[config.mk]
export PLATFORM = sky130hd
export DESIGN_NAME = local_hist_pred_p
export DESIGN_NICKNAME = d
export VERILOG_FILES = /design/src/rtl/bp_pkg.sv /design/src/rtl/bp_sat_ctr_next.sv /design/src/rtl/local_hist_pred_p.sv
export SDC_FILE = /design/constraint.sdc
export NUM_CORES = 1
export LEC_CHECK = 0
export ABC_AREA = 1
export CORE_MARGIN = 2
export CORE_UTILIZATION = 50
export CTS_CLUSTER_SIZE = 24
export DETAILED_ROUTE_END_ITERATION = 16
export PLACE_DENSITY = 0.83
export RECOVER_POWER = 100
export SLEW_MARGIN = 20
export SYNTH_ARGS = -nofsm -noshare
export SYNTH_HDL_FRONTEND = slang
export SYNTH_SLANG_ARGS = --single-unit
[constraint.sdc]
create_clock -name clk -period 1.95 [get_ports clk]
set_input_delay 0.2925 -clock clk [delete_from_list [all_inputs] [get_ports clk]]
set_output_delay 0.2925 -clock clk [all_outputs]
set_load 0.02 [all_outputs]
[src/rtl/bp_pkg.sv]
// bp_pkg: shared types and helpers for the local-history branch predictor.
//   bp_state_e : table-init / running state of the predictor
//   sat_inc    : saturating increment of a counter of width w (w <= 4)
//   sat_dec    : saturating decrement (floors at 0)
//   lht_index  : LHT index from a PC (word-aligned slice above bit 1)
package bp_pkg;

  typedef enum logic {BP_INIT, BP_RUN} bp_state_e;

  // Widest counter the helpers handle.
  localparam int unsigned BP_CTR_MAX_W = 4;

  function automatic logic [BP_CTR_MAX_W-1:0] sat_inc(input logic [BP_CTR_MAX_W-1:0] c,
                                                      input int unsigned w);
    logic [BP_CTR_MAX_W-1:0] mx;
    mx = BP_CTR_MAX_W'((5'd1 << w) - 5'd1);
    return (c >= mx) ? mx : c + 4'd1;
  endfunction

  function automatic logic [BP_CTR_MAX_W-1:0] sat_dec(input logic [BP_CTR_MAX_W-1:0] c,
                                                      input int unsigned w);
    // Width is irrelevant for the floor, kept for a symmetric call site.
    logic [BP_CTR_MAX_W-1:0] unused_w;
    unused_w = BP_CTR_MAX_W'(w);
    return (c == '0 || unused_w == '0) ? '0 : c - 4'd1;
  endfunction

  function automatic logic [31:0] lht_index(input logic [63:0] pc, input int unsigned idx_w);
    return 32'((pc >> 2) & ((64'd1 << idx_w) - 64'd1));
  endfunction

endpackage

[src/rtl/bp_sat_ctr_next.sv]
// bp_sat_ctr_next: next value of a saturating 2-level-predictor counter.
//   c_i     : current counter
//   taken_i : resolved outcome (1 = increment, 0 = decrement)
//   c_o     : saturated next counter
module bp_sat_ctr_next
  import bp_pkg::*;
#(
  parameter int CTR_W = 2
) (
  input  logic [CTR_W-1:0] c_i,
  input  logic             taken_i,
  output logic [CTR_W-1:0] c_o
);

  logic [BP_CTR_MAX_W-1:0] c_ext;

  assign c_ext = BP_CTR_MAX_W'(c_i);

  always_comb begin
    c_o = CTR_W'(sat_dec(c_ext, CTR_W));
    if (taken_i) c_o = CTR_W'(sat_inc(c_ext, CTR_W));
  end

endmodule

[src/rtl/local_hist_pred_p.sv]
// local_hist_pred_p: two-level local-history branch predictor.
//   PC slice -> LHT history register -> PHT saturating counter -> prediction.
// Ports:
//   clk, rst        : clock, synchronous active-high reset
//   fetch_pc / pred : fetch-stage lookup, pred=1 means taken (combinational)
//   upd_valid/pc/taken : resolved branch, accepted once ready is high
//   ready           : tables initialised after the post-reset sweep
// Optional macro BP_FETCH_BYPASS_EN: fetch lookup also sees the update
// currently pending in the write stage, one cycle earlier than the array.
module local_hist_pred_p
  import bp_pkg::*;
#(
  parameter int PC_W      = 32,
  parameter int LHT_IDX_W = 3,
  parameter int HIST_W    = 3,
  parameter int CTR_W     = 2,
  parameter int CTR_INIT  = 2**CTR_W - 1
) (
  input  logic            clk,
  input  logic            rst,
  input  logic [PC_W-1:0] fetch_pc,
  output logic            pred,
  input  logic            upd_valid,
  input  logic [PC_W-1:0] upd_pc,
  input  logic            upd_taken,
  output logic            ready
);

  localparam int LHT_N   = 2**LHT_IDX_W;
  localparam int PHT_N   = 2**HIST_W;
  localparam int SWEEP_N = (LHT_N > PHT_N) ? LHT_N : PHT_N;
  localparam int PTR_W   = $clog2(SWEEP_N) + 1;
  localparam logic [CTR_W-1:0] CTR_INIT_V = CTR_W'(CTR_INIT);

  bp_state_e        state_q;
  logic [PTR_W-1:0] ptr_q;
  logic             ready_q;

  logic [HIST_W-1:0] lht_q [LHT_N];
  logic [CTR_W-1:0]  pht_q [PHT_N];

  // Update stage U: old history/counter of the branch, written next cycle.
  logic                 u_vld_q;
  logic [LHT_IDX_W-1:0] u_idx_q;
  logic [HIST_W-1:0]    u_hist_q;
  logic [CTR_W-1:0]     u_ctr_q;
  logic                 u_taken_q;
  logic [HIST_W-1:0]    u_nhist;
  logic [CTR_W-1:0]     u_nctr;

  logic [LHT_IDX_W-1:0] up_idx, f_idx;
  logic [HIST_W-1:0]    up_hist, f_hist;
  logic [CTR_W-1:0]     up_ctr, f_ctr;

  // Outcome shifts in at the MSB.
  assign u_nhist = (u_hist_q >> 1) | (HIST_W'(u_taken_q) << (HIST_W-1));

  bp_sat_ctr_next #(.CTR_W(CTR_W)) u_ctr_next (
    .c_i     (u_ctr_q),
    .taken_i (u_taken_q),
    .c_o     (u_nctr)
  );

  assign up_idx = LHT_IDX_W'(lht_index(64'(upd_pc), LHT_IDX_W));
  assign f_idx  = LHT_IDX_W'(lht_index(64'(fetch_pc), LHT_IDX_W));

  // Read-after-write forwarding so back-to-back updates serialise exactly.
  always_comb begin
    up_hist = lht_q[up_idx];
    if (u_vld_q && u_idx_q == up_idx) up_hist = u_nhist;
    up_ctr = pht_q[up_hist];
    if (u_vld_q && u_hist_q == up_hist) up_ctr = u_nctr;
  end

  always_comb begin
    f_hist = lht_q[f_idx];
`ifdef BP_FETCH_BYPASS_EN
    if (u_vld_q && u_idx_q == f_idx) f_hist = u_nhist;
`endif
    f_ctr = pht_q[f_hist];
`ifdef BP_FETCH_BYPASS_EN
    if (u_vld_q && u_hist_q == f_hist) f_ctr = u_nctr;
`endif
  end

  assign pred  = (state_q == BP_RUN) ? f_ctr[CTR_W-1] : CTR_INIT_V[CTR_W-1];
  assign ready = ready_q;

  always_ff @(posedge clk) begin
    if (rst) begin
      state_q <= BP_INIT;
      ptr_q   <= '0;
      ready_q <= 1'b0;
      u_vld_q <= 1'b0;
    end else begin
      u_vld_q <= 1'b0;
      case (state_q)
        BP_INIT: begin
          ptr_q <= ptr_q + 1'b1;
          if (ptr_q == PTR_W'(SWEEP_N-1)) begin
            state_q <= BP_RUN;
            ready_q <= 1'b1;
          end
        end
        BP_RUN:  u_vld_q <= upd_valid;
        default: state_q <= BP_INIT;
      endcase
    end
  end

  always_ff @(posedge clk) begin
    if (upd_valid) begin
      u_idx_q   <= up_idx;
      u_hist_q  <= up_hist;
      u_ctr_q   <= up_ctr;
      u_taken_q <= upd_taken;
    end
  end

  // Tables carry no reset; the sweep initialises them. A write pending
  // when rst arrives is dropped.
  always_ff @(posedge clk) begin
    if (!rst) begin
      if (state_q == BP_INIT) begin
        if (ptr_q < PTR_W'(LHT_N)) lht_q[ptr_q[LHT_IDX_W-1:0]] <= '0;
        if (ptr_q < PTR_W'(PHT_N)) pht_q[ptr_q[HIST_W-1:0]]    <= CTR_INIT_V;
      end else if (u_vld_q) begin
        lht_q[u_idx_q]  <= u_nhist;
        pht_q[u_hist_q] <= u_nctr;
      end
    end
  end

endmodule

# Word-level counts from Yosys, hierarchy flattened
# Memory sizes are Yosys's and may differ from the RTL's.
# Cells that the tools add are included.
[totals] regBits=16 latchBits=0 ram_bits=40 rom_bits=0 inputBits=68 out_inout_bits=2 word_cells=49 mem_count=2
[op_classes] addsub=3 n_mul=0 div=0 n_lt_le_gt_ge=2 eq_ne=3 shifts=0 muxes=22 bitwise=2 n_reduce_logical=7
[memory_table] name="lht_q" words=8 word_bits=3 rd=2 rd_clocked_by_memory_dff=0 wr=1 line="local_hist_pred_p.sv:39" rtl="logic [HIST_W-1:0] lht_q [LHT_N];"
[memory_table] name="pht_q" words=8 word_bits=2 rd=2 rd_clocked_by_memory_dff=0 wr=1 line="local_hist_pred_p.sv:40" rtl="logic [CTR_W-1:0] pht_q [PHT_N];"
[ops] op="$mux W1" count=13
[ops] op="$mux W3" count=4
[ops] op="$mux W2" count=5
[ops] op="$eq A3 B3 Y1" count=2
[ops] op="$add A4 B1 Y4 const B" count=1
[ops] op="$eq A4 B3 Y1 const B" count=1
[ops] op="$logic_not A4 Y1" count=1
[ops] op="$lt A4 B4 Y1 const B" count=1
[ops] op="$reduce_or A2 Y1" count=2
[ops] op="$or A2 B3 Y3" count=1
[ops] op="$reduce_or A3 Y1" count=1
[ops] op="$add A2 B1 Y2 const B" count=1
[ops] op="$ge A2 B2 Y1 const B" count=1
[ops] op="$logic_and A1 B1 Y1" count=2
[ops] op="$reduce_and A2 Y1" count=1
[ops] op="$sub A2 B1 Y2 const B" count=1
[ops] op="$not A1 Y1" count=1

# Longest topological paths before layout
# Gate-level depths: netlist of the first run.
[depth] ltp_word=6 ltp_mapped=15 ltp_nobuf=14

# By module
# From an unflattened synthesis of the first run, not the netlist that was laid out.
[hier_totals] cells_unflattened=340 hier_area_um2=2986.6
[modules_own_cells] mod="local_hist_pred_p" instances=1 cells_per_inst=334 area_each_um2=2961.6 seq_area_each_um2=1611.5
[modules_own_cells] mod="bp_sat_ctr_next" instances=1 cells_per_inst=6 area_each_um2=25.0 seq_area_each_um2=0.0

# Worst setup path before layout of the first run
# OpenSTA, ideal clock, no wires.
[synth_timing] kind="input port to flip-flop" startpoint="input upd_pc[3]" endpoint="register u_ctr_q[0], data pin" setup_ns=0.253 arrival_ns=1.411 t_required_ns=1.697 slack_ns=0.286 stages=15 n_path_buf=1 path_cell_list="buf_4 -> inv_4 -> nand2_1 -> nand2_1 -> nor2_2 -> nand2_2 -> inv_2 -> nand2_4 -> nand2_4 -> nand2_2 -> nand2_1 -> nor2_2 -> nand2_2 -> nand3_1 -> nand2_1"
[synth_between] elab_chain_len=6 elab_cells_between_ends=8 cone_classes="2 x eq/ne; 2 x mux; 2 x reduce/logical; 2 x memory"
[synth_lines] item="start, declared" line="local_hist_pred_p.sv:24" rtl="input logic [PC_W-1:0] upd_pc,"
[synth_lines] item="branches (longest 2 deep; another with $mem_v2 Z8 W3)"
[synth_lines] item="$mux W3 (*)" line="local_hist_pred_p.sv:70" rtl="if (u_vld_q && u_idx_q == up_idx) up_hist = u_nhist;"
[synth_lines] item="branches (longest 2 deep; another with $mem_v2 Z8 W2)"
[synth_lines] item="$mux W2 (*)" line="local_hist_pred_p.sv:72" rtl="if (u_vld_q && u_hist_q == up_hist) up_ctr = u_nctr;"
[synth_lines] item="via up_ctr[0]" line="local_hist_pred_p.sv:53" rtl="logic [CTR_W-1:0] up_ctr, f_ctr;"
[synth_lines] item="end signal, assigned" line="local_hist_pred_p.sv:115" rtl="u_ctr_q <= up_ctr;"
[synth_lines] item="end, declared" line="local_hist_pred_p.sv:46" rtl="logic [CTR_W-1:0] u_ctr_q;"
# Mark *: on every way through the listed nets, which the timed path passes.
# A chain may end at the register's enable or synchronous reset.

==> impl_metrics.tcl, run 1 <==
set metrics [dict create \
    status "complete, but fails checks" \
    failed_checks "setup timing" \
    clock_path_buffers 2 \
    area_growth_pct 22.73 \
    fp.dieW_um 80.61 \
    fin_worst_skew_ns 0.01152 \
    antenna_found_initial 0 \
    syn-instance-count 344 \
    synth_top_family_by_area "simple AND/OR/NAND/NOR gates" \
    fin_crit_ns 2.173 \
    synthXorXnorAreaFrac_pct 0 \
    ys_ff_latch 56 \
    synth_nets 413 \
    grt_pass1_wl_mm 11.01 \
    crit_type "reg2out" \
    synth_top_area_share_pct 50.15 \
    min_path_type "in2reg" \
    wire_per_inst_um 14.05 \
    cp-start-kind "flip-flop" \
    max_cap_violations 0 \
    cts_hold_buf 0 \
    grt_use_total_pct 22.50 \
    finalPower_w 0.002395 \
    yosys_warnings 0 \
    cts_num_sinks 56 \
    dpl_cell_area_um2 3447 \
    max_slew.worst_pin.slew_ns 0.5453 \
    synth_adder_area_share_pct 0.4264 \
    globalplace.congestion 0.9338 \
    io_pins 70 \
    clkLatencyLatePin_ns 0.31 \
    setup_viol 5 \
    synth-main-ff-cell "edfxtp_1" \
    synthDistinctLibCells 29 \
    p_leak_nw 1.586 \
    fill_cells 449 \
    synth-compound-area-share_pct 5.458 \
    drt_iter0_markers 273 \
    synthSimpleGateAreaFrac_pct 31.22 \
    relSlewSlack_pct 63.53 \
    crit_required_ns 1.66 \
    fmax_ghz 0.4602 \
    start_util_pct 52.64 \
    dp_slack_ns -0.8544 \
    clockRootBuffer "clkbuf_8" \
    drv_slew 0 \
    diodes 0 \
    grt.overflow.total 0 \
    fin_ws_ns -0.2228 \
    vias 2536 \
    grt_max_degree 18 \
    hold_violations 0 \
    postRouteAntennaNets 0 \
    final_area_um2 3601 \
    die-area_um2 6497 \
    grt_pass1_vias 2415 \
    drc 0 \
    wl_mm 6.743 \
    rsz0062_at_grt "yes" \
    synth-seq-area-share_pct 54.93 \
    cts_buffers 5 \
    muxShareOfSynthArea_pct 0 \
    synth_edf_count 49 \
    async_reset_ff_share_pct 0 \
    post-synth-top-count-cell "nand2_1" \
    yosysTopAreaCell "edfxtp_1" \
    crit_path_end_kind "output pin" \
    cts_tree "yes" \
    hpwl_mm 5.207 \
    drt_pass1_iterations 5 \
    detail_route.vias_per_cell 5.283 \
    nets 476 \
    synth_area_per_cell_um2 8.529 \
    ir_drop_mv 0.3597 \
    drive_above_1_share_pct 22.79 \
    cts_max_level 2 \
    path_clk_slew_ns 0.10 \
    p_per_area_nw_per_um2 665.0 \
    core_um2 5574 \
    io_buffers 11 \
    yosys-top-cells-area "edfxtp_1, nand2_1, nand3_1" \
    fin_hold_ws_ns 0.4658 \
    cp_max_fo 7 \
    period_share_pct 111.4 \
    syn-cell-area_um2 2934 \
    critPathArrivalTime_ns 1.88 \
    fp.dieH_um 80.61 \
    rows 27 \
    synth_common_cells "nand2_1, nand3_1, edfxtp_1" \
]
-- routing by layer --
metal,global-route usage (%),vias up,part of all wire [%]
li1,-,1261,-
met1,29.58,1154,44
met2,37.50,105,48
met3,4.270,16,6.0
met4,7.288,0,2.1
met5,0,-,0
-- power breakdown --
group,internal [W],switching [W]
sequential,0.00134,0.0000253
clock,0.000291,0.000361
combinational,0.000150,0.000232
-- cells by family after synthesis --
kind of cell	Yosys count
compound gates	27
flops	56
buf+inv	56
fa+ha+maj	1
simple gates	204
-- worst paths after layout --
path	from	to	slack [ns]	depth (start not counted)
worst max-delay path	lht_q[0][0]$_DFFE_PP_	pred	-0.22	9
worst min-delay path	upd_pc[3]	u_idx_q[1]$_DFFE_PP_	0.47	2
worst max register to register	u_idx_q[2]$_DFFE_PP_	u_ctr_q[1]$_DFFE_PP_	0.11	13
worst min register to register	ready$_SDFFE_PP0P_	ready$_SDFFE_PP0P_	0.49	2
-- placed cells by master (no fill, tap or decap), types with 3 or more instances in the layout --
master / instances
o21ai_0: 6
clkbuf_8: 6
inv_4: 3
nand3_1: 51
dfxtp_1: 6
nor2_2: 6
dlygate4sd3_1: 5
inv_2: 5
o21ai_1: 5
nand2_2: 15
nor2_1: 35
a21oi_1: 6
buf_4: 42
inv_1: 43
clkbuf_1: 8
o211ai_1: 3
nand2_1: 82
nand3_2: 5
edfxtp_1: 49
-- critical path, cell delays in order (launching register included) --
cell and delay, ns:
edfxtp_1 0.37, nor2_1 0.05, nor2_1 0.13, o21ai_1 0.09
o211ai_1 0.14, nand2_2 0.19, o211ai_1 0.24, nand3_1 0.14
nand3_2 0.10, buf_6 0.12
-- repair_timing --
item,in CTS,in global routing
pin swaps,12,12
setup buffers,3,0
gates resized for setup,19,23
endpoints found under the setup margin,1,15
cloned,0,0
endpoints found under the hold margin,0,0
-- registers in the layout (all words and copies together) (netlist names) --
signal and cells:
lht_q 24, pht_q 16, ptr_q 4, u_hist_q 3, u_idx_q 3, u_ctr_q 2
ready 1, state_q 1, u_taken_q 1, u_vld_q 1
-- through the flow --
step	setup TNS, ns	util (%)	std cells
CTS	-0.1038	64.18	480
detailed placement	-4.789	61.84	469
floorplan	0	-	344
global placement	-2.593	61.84	469
global route	-6.164	64.60	480
finish	-0.6240	64.60	480
-- area by class of cell --
| cell class | instances | area (um2) | share of cell area [%] |
|---|---|---|---|
| repair buffers | 61 | 455.4 | 12.65 |
| inverters | 51 | 198.9 | 5.525 |
| clock buffers | 6 | 82.58 | 2.293 |
| multi-input cells | 232 | 1147 | 31.86 |
| well taps | 72 | 90.09 | 2.502 |
| clock inverters | 2 | 13.76 | 0.3822 |
| flip-flops and latches | 56 | 1613 | 44.79 |
(Power assumes the default switching activity.)
==> inputs of run 2 (changes only) <==
Settings changed: CORE_MARGIN 2 to not set, SETUP_SLACK_MARGIN set to 0.1.
==> run 2 against run 1 <==
  * The flow still finishes with violations (setup timing)
  * Count of clock-buffer cells in the layout is the same
  * Sequential power is essentially flat
  * Fmax shrank 0.82%
  * Die area shrank 4.9%
  * Setup slack lost 0.018 ns
  * Final area grew 5.7%
  * Clock power grew 2%
  * Global-route usage grew 1.9 points
  * Non-clock buffer count grew 4
  * Critical path type unchanged
==> impl_metrics.tcl, run 2 (synthesized netlist as in run 1, its figures left out) <==
set metrics [dict create \
    fin_hold_ws_ns 0.4608 \
    cts_hold_buf 0 \
    drc 0 \
    fp.dieW_um 78.61 \
    grt_pass1_wl_mm 11.25 \
    area_growth_pct 29.77 \
    dp.cells 463 \
    period_share_pct 112.3 \
    io_buffers 11 \
    critPathArrivalTime_ns 1.90 \
    endpoint "pred" \
    fin_worst_skew_ns 0.007664 \
    cts_max_level 2 \
    diodes 0 \
    critPathTopFamily "simple AND/OR/NAND/NOR gates" \
    nets 482 \
    post-route-util_pct 68.31 \
    crit_type "reg2out" \
    crit_chain "nor2_1, nor2_1, o21ai_1, o211ai_1, nand2_2, nand2_1, nand3_1, nand3_1, nand3_2, buf_6" \
    wl_mm 7.853 \
    grt.overflow.total 0 \
    reg2reg_to "u_ctr_q[1]$_DFFE_PP_" \
    top_usage_layer "met2" \
    cts_buffers 5 \
    cts_num_sinks 56 \
    cp_slowest_cell "edfxtp_1" \
    fin_crit_ns 2.191 \
    seq_power_share_pct 55.0 \
    max_cap_violations 0 \
    hold_start "upd_pc[4]" \
    drt_pass1_iterations 5 \
    clock_path_buffers 2 \
    hold_violations 0 \
    antenna_found_initial 0 \
    startpoint "lht_q[0][0]$_DFFE_PP_" \
    crit_required_ns 1.66 \
    finalPower_w 0.002475 \
    die-area_um2 6179 \
    drive_above_1_share_pct 30.19 \
    power.share.switching_pct 28.43 \
    met2_usage_pct 41.83 \
    rsz0062_at_grt "yes" \
    p_leak_nw 1.657 \
    cp.buffers_inverters 1 \
    combPwrFrac_pct 18.1 \
    top_register "lht_q" \
    grt_max_degree 19 \
    max_slew.worst_pin.slew_ns 0.5587 \
    postRouteAntennaNets 0 \
    crit_path_end_kind "output pin" \
    wire_per_inst_um 16.16 \
    drv_slew 0 \
    rows 27 \
    layout_common_cells "nand2_1, edfxtp_1, inv_1, buf_4, nand3_1" \
    detail_route.vias_per_cell 5.654 \
    p_per_area_nw_per_um2 650.2 \
    grt_use_total_pct 24.43 \
    clockRootBuffer "clkbuf_8" \
    path_clk_slew_ns 0.10 \
    cp-start-kind "flip-flop" \
    clkLatencyLatePin_ns 0.32 \
    globalplace.congestion 0.9596 \
    dp_slack_ns -0.8134 \
    start_util_pct 52.64 \
    switching_power_w 0.0007039 \
    cts_tree "yes" \
    fill_cells 393 \
    ir_drop_mv 0.4088 \
    r2r_cells 13 \
    critPathMaxStageDelay_ns 0.43 \
    cp_max_fo 7 \
    layout_commonest_cell "nand2_1" \
    drt_iter0_markers 411 \
    setup_viol 1 \
    intPower_w 0.001772 \
    fmax_ghz 0.4565 \
    hpwl_mm 5.027 \
    failed_checks "setup timing" \
    largest_register_ffs 24 \
    p_clk_share_pct 26.9 \
    finalNonFillerCells 486 \
    use_met3_pct 3.372 \
    io_pins 70 \
    min_path_type "in2reg" \
    r2r_slack_ns 0.04 \
    fp.dieH_um 78.61 \
    cp.depth 10 \
    vias 2748 \
    grt_pass1_vias 2487 \
    met1_usage_pct 29.65 \
    status "complete, but fails checks" \
    fin_ws_ns -0.2408 \
    reg_top3 "lht_q x24, pht_q x16, ptr_q x4" \
    reg2reg_from "u_idx_q[0]$_DFFE_PP_" \
    relSlewSlack_pct 62.63 \
    core_um2 5574 \
]
==> run 2: metal layers <==
layer  wire [um]  up-vias
met4         323        0
li1            -     1275
met5           0        -
met3         602       33
met2        3840      178
met1        3087     1262
==> run 2: final cells by class <==
type / count / area [um2] / area share [%]
Clock buffer: 6 / 72.57 / 1.906
Clock inverter: 2 / 17.52 / 0.4601
Inverter: 51 / 198.9 / 5.225
Multi-Input combinational cell: 233 / 1305 / 34.28
Sequential cell: 56 / 1613 / 42.36
Tap cell: 72 / 90.09 / 2.366
Timing Repair Buffer: 65 / 503.0 / 13.21
Timing Repair inverter: 1 / 7.507 / 0.1972
==> run 2: power groups by stage <==
stage | combinational [W] | sequential [W] | clock (W)
after detailed placement | 0.000343 | 0.00139 | 0
after CTS | 0.000370 | 0.00136 | 0.000661
after global routing | 0.000484 | 0.00137 | 0.000707
after floorplan | 0.000221 | 0.00138 | 0
after global placement | 0.000329 | 0.00139 | 0
final | 0.000448 | 0.00136 | 0.000665
==> run 2: what timing repair did <==
action / 4_1_cts / 5_1_grt
gates resized for setup: 31 / 56
pin swaps: 12 / 35
gates cloned: 1 / 1
endpoints found under the setup margin: 3 / 37
buffers inserted: 7 / 7
==> run 2: worst register-to-register path: stages (launching register included) <==
cell,delay [ns]
edfxtp_1,0.39
inv_2,0.10
nand2_1,0.06
nand2_1,0.06
nor2_1,0.04
nand2_1,0.26
inv_4,0.08
nand2_4,0.13
buf_6,0.15
nand3_2,0.08
nand3_1,0.10
nand3_1,0.09
nand3_2,0.08
nand2_1,0.05
==> run 2: stage by stage <==
| stage | TNS (ns) | area, um2 |
|---|---|---|
| 2_1_floorplan | 0 | 2934 |
| 3_3_place_gp | -2.628 | 3402 |
| 3_5_place_dp | -4.546 | 3402 |
| 4_1_cts | -0.1169 | 3598 |
| 5_1_grt | -3.611 | 3807 |
| 6_report | -0.2408 | 3807 |
==> run 2: worst min-delay path by stage <==
stage                            to  slack (ns)  cells after the start
2_1_floorplan    ready$_SDFFE_PP0P_        0.36                      1
3_3_place_gp     ready$_SDFFE_PP0P_        0.46                      2
3_5_place_dp     ready$_SDFFE_PP0P_        0.47                      2
4_1_cts          ready$_SDFFE_PP0P_        0.50                      2
5_1_grt        u_idx_q[2]$_DFFE_PP_        0.49                      2
6_report       u_idx_q[2]$_DFFE_PP_        0.46                      2
==> inputs of run 3 (changes only) <==
Settings changed: CTS_BUF_LIST set to sky130_fd_sc_hd__clkbuf_16.
==> run 3 against run 2 <==
  * The flow still finishes with violations (setup timing)
  * Via count rose by 0.36%
  * Clock power increased by 34%
  * Die area unchanged
  * Critical path depth shrank 1
  * Sequential cell count unchanged
  * Routed wire length up 1.7%
  * Setup slack lost 0.026 ns
  * First-iteration DRC count shrank 8.0%
  * Final area rose by 1.9%
  * Sequential share of layout area fell by 0.82 points
  * Critical path type is now in2out
  * Largest cell class unchanged
==> impl_metrics.tcl, run 3 (synthesized netlist as in run 1, its figures left out) <==
set metrics [dict create \
    largest_register_ffs 24 \
    dp_slack_ns -0.8134 \
    wire_per_inst_um 16.39 \
    layout_common_cells "nand2_1, edfxtp_1, inv_1" \
    finalPower_w 0.002720 \
    path_common_cell "nand3_2" \
    cts_tree "yes" \
    cp_max_fo 7 \
    fin_crit_ns 2.216 \
    hold_start "ready$_SDFFE_PP0P_" \
    max_cap_violations 0 \
    setup_viol 25 \
    detail_route.vias_per_cell 5.663 \
    crit_type "in2out" \
    crit_path_end_kind "output pin" \
    layout_commonest_cell "nand2_1" \
    reg2reg_from "u_idx_q[1]$_DFFE_PP_" \
    drt_pass1_iterations 5 \
    max_slew.worst_pin.slew_ns 0.5905 \
    grt_max_degree 19 \
    grt_pass1_wl_mm 11.48 \
    clkLatencyLatePin_ns 0.29 \
    period_share_pct 113.7 \
    globalplace.congestion 0.9596 \
    critPathMaxStageDelay_ns 0.38 \
    die-area_um2 6179 \
    grt_pass1_vias 2527 \
    startpoint "fetch_pc[3]" \
    fin_ws_ns -0.2664 \
    fp.dieH_um 78.61 \
    cts_hold_buf 0 \
    fin_worst_skew_ns 0.004725 \
    drc 0 \
    cts_num_sinks 56 \
    hpwl_mm 5.027 \
    fp.dieW_um 78.61 \
    p_per_area_nw_per_um2 701.1 \
    crit_required_ns 1.66 \
    p_leak_nw 1.694 \
    status "complete, but fails checks" \
    cts_buffers 5 \
    antenna_found_initial 0 \
    cts_max_level 2 \
    min_path_type "reg2reg" \
    start_util_pct 52.64 \
    clock_path_buffers 2 \
    relSlewSlack_pct 60.50 \
    reg_top3 "lht_q x24, pht_q x16, ptr_q x4" \
    diodes 0 \
    grt.overflow.total 0 \
    rows 27 \
    ir_drop_mv 0.4718 \
    vias 2758 \
    rsz0062_at_grt "yes" \
    fill_cells 389 \
    cp-start-kind "input port" \
    failed_checks "setup timing" \
    top_register "lht_q" \
    grt_use_total_pct 24.47 \
    drt_iter0_markers 378 \
    clockRootBuffer "clkbuf_16" \
    crit_chain "dlygate4sd2_1, o21ai_0, o211ai_1, nand2_2, a21oi_2, o21ai_1, nand3_2, nand3_2, buf_6" \
    postRouteAntennaNets 0 \
    io_buffers 11 \
    critPathArrivalTime_ns 1.92 \
    fin_hold_ws_ns 0.4838 \
    io_pins 70 \
    drv_slew 0 \
    fmax_ghz 0.4512 \
    path_clk_slew_ns 0.07 \
    nets 483 \
    wl_mm 7.984 \
    drive_above_1_share_pct 30.12 \
    dp.cells 463 \
    finalNonFillerCells 487 \
    cp_slowest_cell "dlygate4sd2_1" \
    area_growth_pct 32.24 \
    hold_violations 0 \
    core_um2 5574 \
]
## run 3: changes by cell type in the layout (fill, tap and decap cells not counted), moves of 4 or more
cell	before	now
clkbuf_16	0	5
inv_1	41	45
nor2_1	26	22
nor2_4	9	5
nand2_2	16	12
clkbuf_8	5	0
nor2_2	8	16
## run 3: area by class of cell
| cell class | count | area (um2) | area share [%] |
|---|---|---|---|
| flip-flops and latches | 56 | 1612 | 41.54 |
| multi-input cells | 233 | 1316 | 33.92 |
| repair buffers | 67 | 519.2 | 13.38 |
| inverters | 51 | 196.4 | 5.063 |
| clock buffers | 5 | 125.1 | 3.225 |
| well taps | 72 | 90.09 | 2.322 |
| clock inverters | 3 | 21.27 | 0.5482 |
## run 3: metrics by stage
step / cell area (um2) / util (%) / setup TNS (ns)
after floorplan: 2934 / - / 0
after global placement: 3402 / 61.03 / -2.628
after detailed placement: 3402 / 61.03 / -4.546
after CTS: 3645 / 65.39 / -0.1585
after global routing: 3880 / 69.61 / -4.343
final: 3880 / 69.61 / -1.834
## run 3: what timing repair did
item                                   4_1_cts  5_1_grt
endpoints found under the hold margin        0        0
setup endpoints to repair                    3       38
resized for setup                           26       66
pin swaps                                   11       30
cloned                                       1        1
setup buffers                                6        9
## run 3: critical path, delay by kind of cell
| kind | cells | cell delay [ns] |
|---|---|---|
| simple gates | 3 | 0.34 |
| buf+inv | 2 | 0.52 |
| compound gates | 4 | 0.76 |
## run 3: worst paths after layout
check,slack [ns],to,depth (start not counted)
min reg2reg,0.48,ready$_SDFFE_PP0P_,2
min,0.48,ready$_SDFFE_PP0P_,2
max reg2reg,-0.08,u_ctr_q[1]$_DFFE_PP_,13
max,-0.27,pred,9
## run 3: where the power goes
group          switching (W)  total (W)  internal [W]
clock               0.000413   0.000894      0.000481
combinational       0.000282   0.000461      0.000179
sequential         0.0000293    0.00137       0.00134
## run 3: metal layers
layer  vias to the layer above  share of wire, %  routed length, um  GRT usage [%]
met5                         -                 0                  0              0
met4                         0               4.3                342          11.67
met3                        34               8.4                672          4.186
met2                       175                49               3876          41.04
met1                      1275                39               3092          30.51
li1                       1274                 -                  -              -
